`src/rtl/rv32_lsu.sv`:
```
// RV32 load/store unit: one request at a time, single word-memory access,
// then lane alignment and sign/zero extension of load data.
module rv32_lsu #(
  parameter logic [31:0] NumWords  = 32'd8096,
  parameter logic [31:0] Latency   = 32'd1,
  parameter logic [31:0] BaseAddr  = 32'h0000_0000,
  parameter int          AddrWidth = (NumWords > 1) ? $clog2(NumWords) : 1
) (
  input  logic                 clk_i,
  input  logic                 rst_ni,
  input  logic                 req_valid_i,
  output logic                 req_ready_o,
  input  logic                 req_we_i,
  input  logic [2:0]           req_funct3_i,
  input  logic [31:0]          req_addr_i,
  input  logic [31:0]          req_wdata_i,
  output logic                 rsp_valid_o,
  input  logic                 rsp_ready_i,
  output logic [31:0]          rsp_rdata_o,
  output logic                 rsp_err_o,
  output logic                 mem_req_o,
  output logic                 mem_we_o,
  output logic [AddrWidth-1:0] mem_addr_o,
  output logic [31:0]          mem_wdata_o,
  output logic [3:0]           mem_be_o,
  input  logic [31:0]          mem_rdata_i
);

  typedef enum logic [1:0] {IDLE, ISSUE, WAIT, RESP} state_e;

  state_e              state_q, state_d;
  logic                we_q;
  logic [2:0]          f3_q;
  logic [AddrWidth+1:0] off_q;
  logic [31:0]         wdata_q, rdata_q, cnt_q;
  logic                err_q;

  logic        accept, fault, f3_bad, misalign, out_of_range;
  logic [31:0] off, shifted, load_data;
  logic [15:0] half;

  assign accept = (state_q == IDLE) && req_valid_i;
  assign off    = req_addr_i - BaseAddr;

  always_comb begin
    f3_bad = !(req_funct3_i inside {3'b000, 3'b001, 3'b010, 3'b100, 3'b101});
    misalign = ((req_funct3_i == 3'b001 || req_funct3_i == 3'b101) && req_addr_i[0]) ||
               ((req_funct3_i == 3'b010) && (req_addr_i[1:0] != 2'b00));
    // 34-bit compare so NumWords*4 cannot wrap
    out_of_range = (req_addr_i < BaseAddr) || ({2'b00, off} >= {NumWords, 2'b00});
    fault = f3_bad || (req_we_i && req_funct3_i[2]) || misalign || out_of_range;
  end

  always_comb begin
    shifted   = mem_rdata_i >> {off_q[1:0], 3'b000};
    half      = off_q[1] ? mem_rdata_i[31:16] : mem_rdata_i[15:0];
    load_data = 32'd0;
    case (f3_q)
      3'b000:  load_data = {{24{shifted[7]}}, shifted[7:0]};
      3'b100:  load_data = {24'd0, shifted[7:0]};
      3'b001:  load_data = {{16{half[15]}}, half};
      3'b101:  load_data = {16'd0, half};
      default: load_data = mem_rdata_i;
    endcase
  end

  always_ff @(posedge clk_i) begin
    if (!rst_ni) state_q <= IDLE;
    else         state_q <= state_d;
  end

  always_comb begin
    state_d = state_q;
    case (state_q)
      IDLE:    if (req_valid_i) state_d = fault ? RESP : ISSUE;
      ISSUE:   state_d = WAIT;
      WAIT:    if (cnt_q == 32'd0) state_d = RESP;
      RESP:    if (rsp_ready_i) state_d = IDLE;
      default: state_d = IDLE;
    endcase
  end

  always_ff @(posedge clk_i) begin
    if (!rst_ni) begin
      we_q    <= 1'b0;
      f3_q    <= 3'd0;
      off_q   <= '0;
      wdata_q <= 32'd0;
      rdata_q <= 32'd0;
      err_q   <= 1'b0;
      cnt_q   <= 32'd0;
    end else begin
      if (accept) begin
        we_q    <= req_we_i;
        f3_q    <= req_funct3_i;
        off_q   <= off[AddrWidth+1:0];
        wdata_q <= req_wdata_i;
        rdata_q <= 32'd0;
        err_q   <= fault;
      end
      // counter ends on the edge closing the Latency-th cycle after ISSUE
      if (state_q == ISSUE) cnt_q <= Latency - 32'd1;
      if (state_q == WAIT) begin
        if (cnt_q == 32'd0) rdata_q <= we_q ? 32'd0 : load_data;
        else                cnt_q   <= cnt_q - 32'd1;
      end
    end
  end

  always_comb begin
    req_ready_o = 1'b0;
    rsp_valid_o = 1'b0;
    rsp_rdata_o = 32'd0;
    rsp_err_o   = 1'b0;
    mem_req_o   = 1'b0;
    mem_we_o    = 1'b0;
    mem_addr_o  = '0;
    mem_wdata_o = 32'd0;
    mem_be_o    = 4'b0000;
    case (state_q)
      IDLE: req_ready_o = 1'b1;
      ISSUE: begin
        mem_req_o  = 1'b1;
        mem_we_o   = we_q;
        mem_addr_o = off_q[AddrWidth+1:2];
        mem_be_o   = 4'b1111;
        if (we_q) begin
          case (f3_q[1:0])
            2'b00: begin
              mem_be_o    = 4'b0001 << off_q[1:0];
              mem_wdata_o = {4{wdata_q[7:0]}};
            end
            2'b01: begin
              mem_be_o    = off_q[1] ? 4'b1100 : 4'b0011;
              mem_wdata_o = {2{wdata_q[15:0]}};
            end
            default: mem_wdata_o = wdata_q;
          endcase
        end
      end
      RESP: begin
        rsp_valid_o = 1'b1;
        rsp_rdata_o = rdata_q;
        rsp_err_o   = err_q;
      end
      default: ;
    endcase
  end

endmodule

```
`config.mk`:
```
export PLATFORM = sky130hd
export DESIGN_NAME = rv32_lsu
export DESIGN_NICKNAME = d
export VERILOG_FILES = /design/src/rtl/rv32_lsu.sv
export SDC_FILE = /design/constraint.sdc
export NUM_CORES = 1
export LEC_CHECK = 0
export ABC_AREA = 1
export CAP_MARGIN = 20
export CELL_PAD_IN_SITES_DETAIL_PLACEMENT = 0
export CELL_PAD_IN_SITES_GLOBAL_PLACEMENT = 1
export CORE_AREA = 2 2 156 158
export DETAILED_ROUTE_END_ITERATION = 12
export DIE_AREA = 0 0 158 160
export PLACE_DENSITY = 0.87
export SLEW_MARGIN = 20
export SYNTH_ARGS = -nofsm -noshare
export SYNTH_HDL_FRONTEND = slang
export SYNTH_SLANG_ARGS = --single-unit
```
`constraint.sdc`:
```
create_clock -name clk_i -period 2 [get_ports clk_i]
set_clock_uncertainty 0.15 [all_clocks]
set_input_delay 0.4 -clock clk_i [delete_from_list [all_inputs] [get_ports clk_i]]
set_output_delay 0.4 -clock clk_i [all_outputs]
set_load 0.02 [all_outputs]
```
### Word level (Yosys, flattened, before mapping)

Index checks and enable logic that the tools add are counted.

| operators by class | value |
|---|---|
| shift-type cells | 2 |
| equality and inequality tests | 14 |
| multiplexer cells | 28 |
| reduce and logical (&&, ||, !) cells | 19 |
| order comparisons | 2 |
| add/subtract/negate cells | 1 |

Operator list:

| cell | count |
|---|---|
| $mux W32 | 10 |
| $pmux W32 S4 | 1 |
| $pmux W32 S2 | 1 |
| $ge A32 B15 Y1 const B | 1 |
| $logic_not A32 Y1 | 1 |
| $lt A32 B1 Y1 const B | 1 |
| $shr A32 B5 Y8 | 1 |
| $sub A32 B1 Y32 const B | 1 |
| $mux W16 | 1 |
| $mux W13 | 1 |
| $eq A3 B3 Y1 const B | 4 |
| $mux W4 | 3 |
| $mux W2 | 4 |
| $pmux W2 S4 | 1 |
| $pmux W4 S2 | 1 |
| $eq A3 B1 Y1 const B | 2 |
| $logic_not A3 Y1 | 2 |
| $logic_or A1 B1 Y1 | 6 |
| $ne A2 B2 Y1 const B | 3 |
| $mux W1 | 5 |
| $reduce_bool A5 Y1 | 1 |
| $eq A2 B1 Y1 const B | 2 |
| $eq A2 B2 Y1 const B | 2 |
| $logic_and A1 B1 Y1 | 4 |
| other kinds (6) | 7 |

| word-level totals | value |
|---|---|
| bits in registers | 118 |
| input bits | 104 |
| output and inout port bits | 86 |
| logic and storage cells | 74 |

### Logic depth before layout (Yosys ltp)

| logic depth | value |
|---|---|
| word-level depth | 9 |
| gate-level depth with buffers | 12 |

### Least setup slack after synthesis

No wires, ideal clock.

| timing path | value |
|---|---|
| path type | reg-to-output |
| start | reg state_q[1] |
| end | out mem_wdata_o[14] |
| stages on the path, launching flop included | 8 |
| slack | -0.463 ns |
| required time | 1.450 ns |
| data arrival time | 1.913 ns |
| cell sequence | dfxtp_1 -> inv_1 -> ha_1 -> clkbuf_1 -> nand2_1 -> inv_1 -> o221ai_1 -> nor2_1 |

| on the way | value |
|---|---|
| longest elaborated chain between the ends | 2 |

RTL lines:

| element | line | RTL |
|---|---|---|
| start: declaration | 31 | `state_e state_q, state_d;` |
| start signal: assignment | 69 | `else state_q <= state_d;` |
| $eq A2 B1 Y1 | 120 | `case (state_q)` |
| $mux W32 | 120 |  |
| end: declaration | 24 | `output logic [31:0] mem_wdata_o,` |

No other way between the ends.

### Final worst setup path

| timing path | value |
|---|---|
| start | reg state_q[1] |
| end | out mem_wdata_o[23] |

Same word-level chain as after synthesis.

==> metrics.md <==
| Metric | Value |
|---|---|
| Post-Syn Nets | 1251 |
| Reg clk slew, reported paths | roughly 0.060 ns |
| Leakage | 0.00585 uW |
| Most common cell after layout, fill and taps aside | nor2_1 |
| Critical R2R Launch | state_q[1]$_SDFFE_PN0P_ |
| Max-slew violation count | 0 |
| Die area | 25300 sq um |
| P_int | 9620 uW |
| Max Buffers Root-to-Sink | 2 |
| Ports | 190 |
| WP data required | roughly 1.5 ns |
| Flop pwr share | 19.9% |
| Cells along the critical path | inv_2 > ha_4 > nand2_8 > buf_12 > a211oi_2 > buf_4 |
| RSZ-0062 raised after global routing | yes |
| Total GRT Usage | 20.4% |
| Cell Area, Synth | about 7000 sq um |
| Slew headroom | between 70% and 80% |
| Design Area, Final | 12000 sq um |
| Nets | 1515 |
| Final worst setup slack | -0.193 ns |
| Worst setup EP type | output port |
| Initial Util | 29.4% |
| Final Util | 50.4% |
| Core Area | 23800 sq um |
| CTS tree | yes |
| Slew @ Worst Pin | approximately 0.43 ns |
| Pre-CTS WS | -0.296 ns |
| Hold Startpoint | rst_ni |
| Clock Latency Late Sink | about 0.42 ns |
| Die width | ~160 um |
| Inserted Diodes | 0 |
| Switch Pwr | 8950 uW |
| Share of layout cells above drive strength 1 | 32.8% |
| Largest net degree at the start of global routing | 47 |
| Grt met1 use | 25.6% |
| Syn avg cell area | between 6 and 7 sq um |
| Most frequent cells in the layout | nor2_1 (181), nand2_1 (164), nand3_1 (126), dfxtp_1 (112), clkdlybuf4s50_1 (102) |
| Die Ht | 160 um |
| Syn-to-layout area delta | 71.3% |
| Vias in the first global route | 8084 |
| # DRC | 0 |
| Final ANT Viol Nets | 0 |
| Yosys reg bits | 118 |
| GR Util met3 | under 10% |
| Clock network power share | 17.0% |
| DRT Pass-1 Iters | 5 |
| Slowest CP cell | dfxtp_2 |
| Final Hold Vio Count | 0 |
| Register area share after synthesis | 33.7% |
| TritonCTS Buffers | 17 |
| Row cnt | 57 |
| Worst hold path type | in -> reg |
| CP Buf/Inv Count | 3 |
| Met2 GRT Util | 33.8% |
| DR vias/cell | 4.88 |
| Max Freq | 0.456 GHz |
| Synth warnings | 0 |
| Crit-path leading delay family | buffers and inverters |
| Worst Path Arrival | between 1.5 and 2 ns |
| Comb power frac | between 60% and 70% |
| Clock sink count | between 100 and 150 |
| Final setup fails | 79 |
| Final period util | 110% |
| Global-route wire length before repair | approximately 41000 um |
| Failing checks | setup timing |
| H-tree Lvls | 4 |
| Status | finished with violations |
| Crit Path Category | reg -> out |
| Syn Inst Count | 1141 |
| Initial antenna violation count | 0 |
| GR peak layer | met2 |
| Routed WL per cell | 16.2 um |
| 1st-iter DRT viols | about 470 |
| Tightest hold margin | just over 0.2 ns |
| CP max stage delay | roughly 0.33 ns |
| CP startpoint kind | register |
| Hold_buf cts | 0 |
| Fin crit period | 2.19 ns |
| Crit path from | state_q[1]$_SDFFE_PN0P_ |
| Total number of vias | about 8500 |
| Gpl congestion | 0.941 |
| Synth cell types | 37 |
| Overall power | 18600 uW |
| Placed instance area | 9840 sq um |
| Buffers added on ports | 189 |
| HPWL Detailed | between 15000 and 20000 um |
| Switch share | between 40% and 50% |
| Power per cell area | between 1500 and 2000 nW/um^2 |
| CP max FO | 7 |
| GRT overflow | 0 |
| Final wirelength | 28300 um |
| Clk root buf | clkbuf_16 |
| Max Cap Viol | 0 |
| Worst VDD drop | a little under 0.9 mV |
## sequential cells by signal (all words and copies together) (netlist names)
register / flops
state_q: 2
wdata_q: 32
err_q: 1
off_q: 15
rdata_q: 32
cnt_q: 32
we_q: 1
f3_q: 3
## per-layer routing
metal / part of all wire (%) / vias up
li1: - / 4186
met1: 41 / 3959
met2: 49 / 302
met3: 7.2 / 46
met4: 2.7 / 0
met5: 0 / -
## cells in the mapped netlist
library cell / count / area (sq um)
nand2_4: 1 / 11.3
inv_2: 4 / 15.0
nor2_1: 235 / 882
dfxtp_1: 118 / 2360
o21ai_1: 3 / 15.0
buf_6: 3 / 33.8
o31ai_1: 2 / 15.0
buf_1: 4 / 15.0
or2_2: 1 / 6.26
nand2_1: 213 / 800
nand3b_1: 1 / 7.51
nor2_2: 10 / 62.6
o21ai_0: 91 / 455
inv_4: 2 / 12.5
a211oi_1: 8 / 60.1
clkbuf_1: 39 / 146
o221ai_1: 1 / 8.76
nor2_4: 6 / 67.6
xnor2_1: 4 / 35.0
nand4_2: 1 / 12.5
inv_1: 119 / 447
a21oi_1: 87 / 435
buf_4: 4 / 30.0
clkbuf_4: 2 / 15.0
ha_1: 6 / 75.1
a211oi_4: 1 / 20.0
xor2_1: 8 / 70.1
clkinv_1: 2 / 7.51
buf_2: 10 / 50.1
nor3_1: 8 / 40.0
nand3_2: 2 / 20.0
nor3_4: 1 / 16.3
nand3_1: 126 / 631
nand2_2: 4 / 25.0
nor2_8: 1 / 20.0
nand4_1: 5 / 31.3
o22ai_1: 8 / 50.1
## metrics by stage
step	cells	setup TNS (ns)
after CTS	1708	-5.91
after global routing	1742	-14.12
after floorplan	1141	0
final	1742	-8.44
after detailed placement	1668	-16.98
after global placement	1668	-14.64
## logic make-up (layout without fill, tap and decap cells)
family / count (synthesis) / after routing / synth area share, %
fa+ha+maj: 6 / 6 / 1.07
buf+inv: 189 / 466 / 11.0
compound gates: 201 / 201 / 15.1
simple gates: 615 / 615 / 37.6
flops: 118 / 118 / 33.7
xor+xnor: 12 / 12 / 1.50
## power by group through the flow
stage               logic, uW  clock network (uW)  registers (uW)
global placement         9620                   0            3570
global route            12900                3320            3780
CTS                     10100                3190            3580
finish                  11700                3150            3690
detailed placement       9710                   0            3580
floorplan                6670                   0            3430
## final timing paths
path                              endpoint  slack, ns  cells past startpoint
setup reg to reg     off_q[5]$_SDFFE_PN0P_       0.06                     11
setup / recovery           mem_wdata_o[23]      -0.19                      6
hold reg to reg   wdata_q[23]$_SDFFE_PN0P_       0.34                      2
hold / removal     state_q[1]$_SDFFE_PN0P_       0.21                      3
## worst min-delay path: cells and delay by family
family,cells,cell delay [ns]
and+or+nand+nor,2,0.15
buffers and inverters,1,0.20
## final cells by class
cell class | instances | area [sq um]
fillers | 2382 | 11800
repair buffers | 307 | 3390
clock inverters | 12 | 141
multi-input cells | 834 | 4720
flip-flops and latches | 118 | 2370
well taps | 324 | 405
inverters | 127 | 503
clock buffers | 20 | 467
## what timing repair did
item                                    4_1_cts  5_1_grt
gates resized for setup                     543      244
endpoints found under the setup margin       86      172
cloned                                        2       15
pin swaps                                    13       27
setup buffers                                 6       22
(Power assumes the default switching activity.)
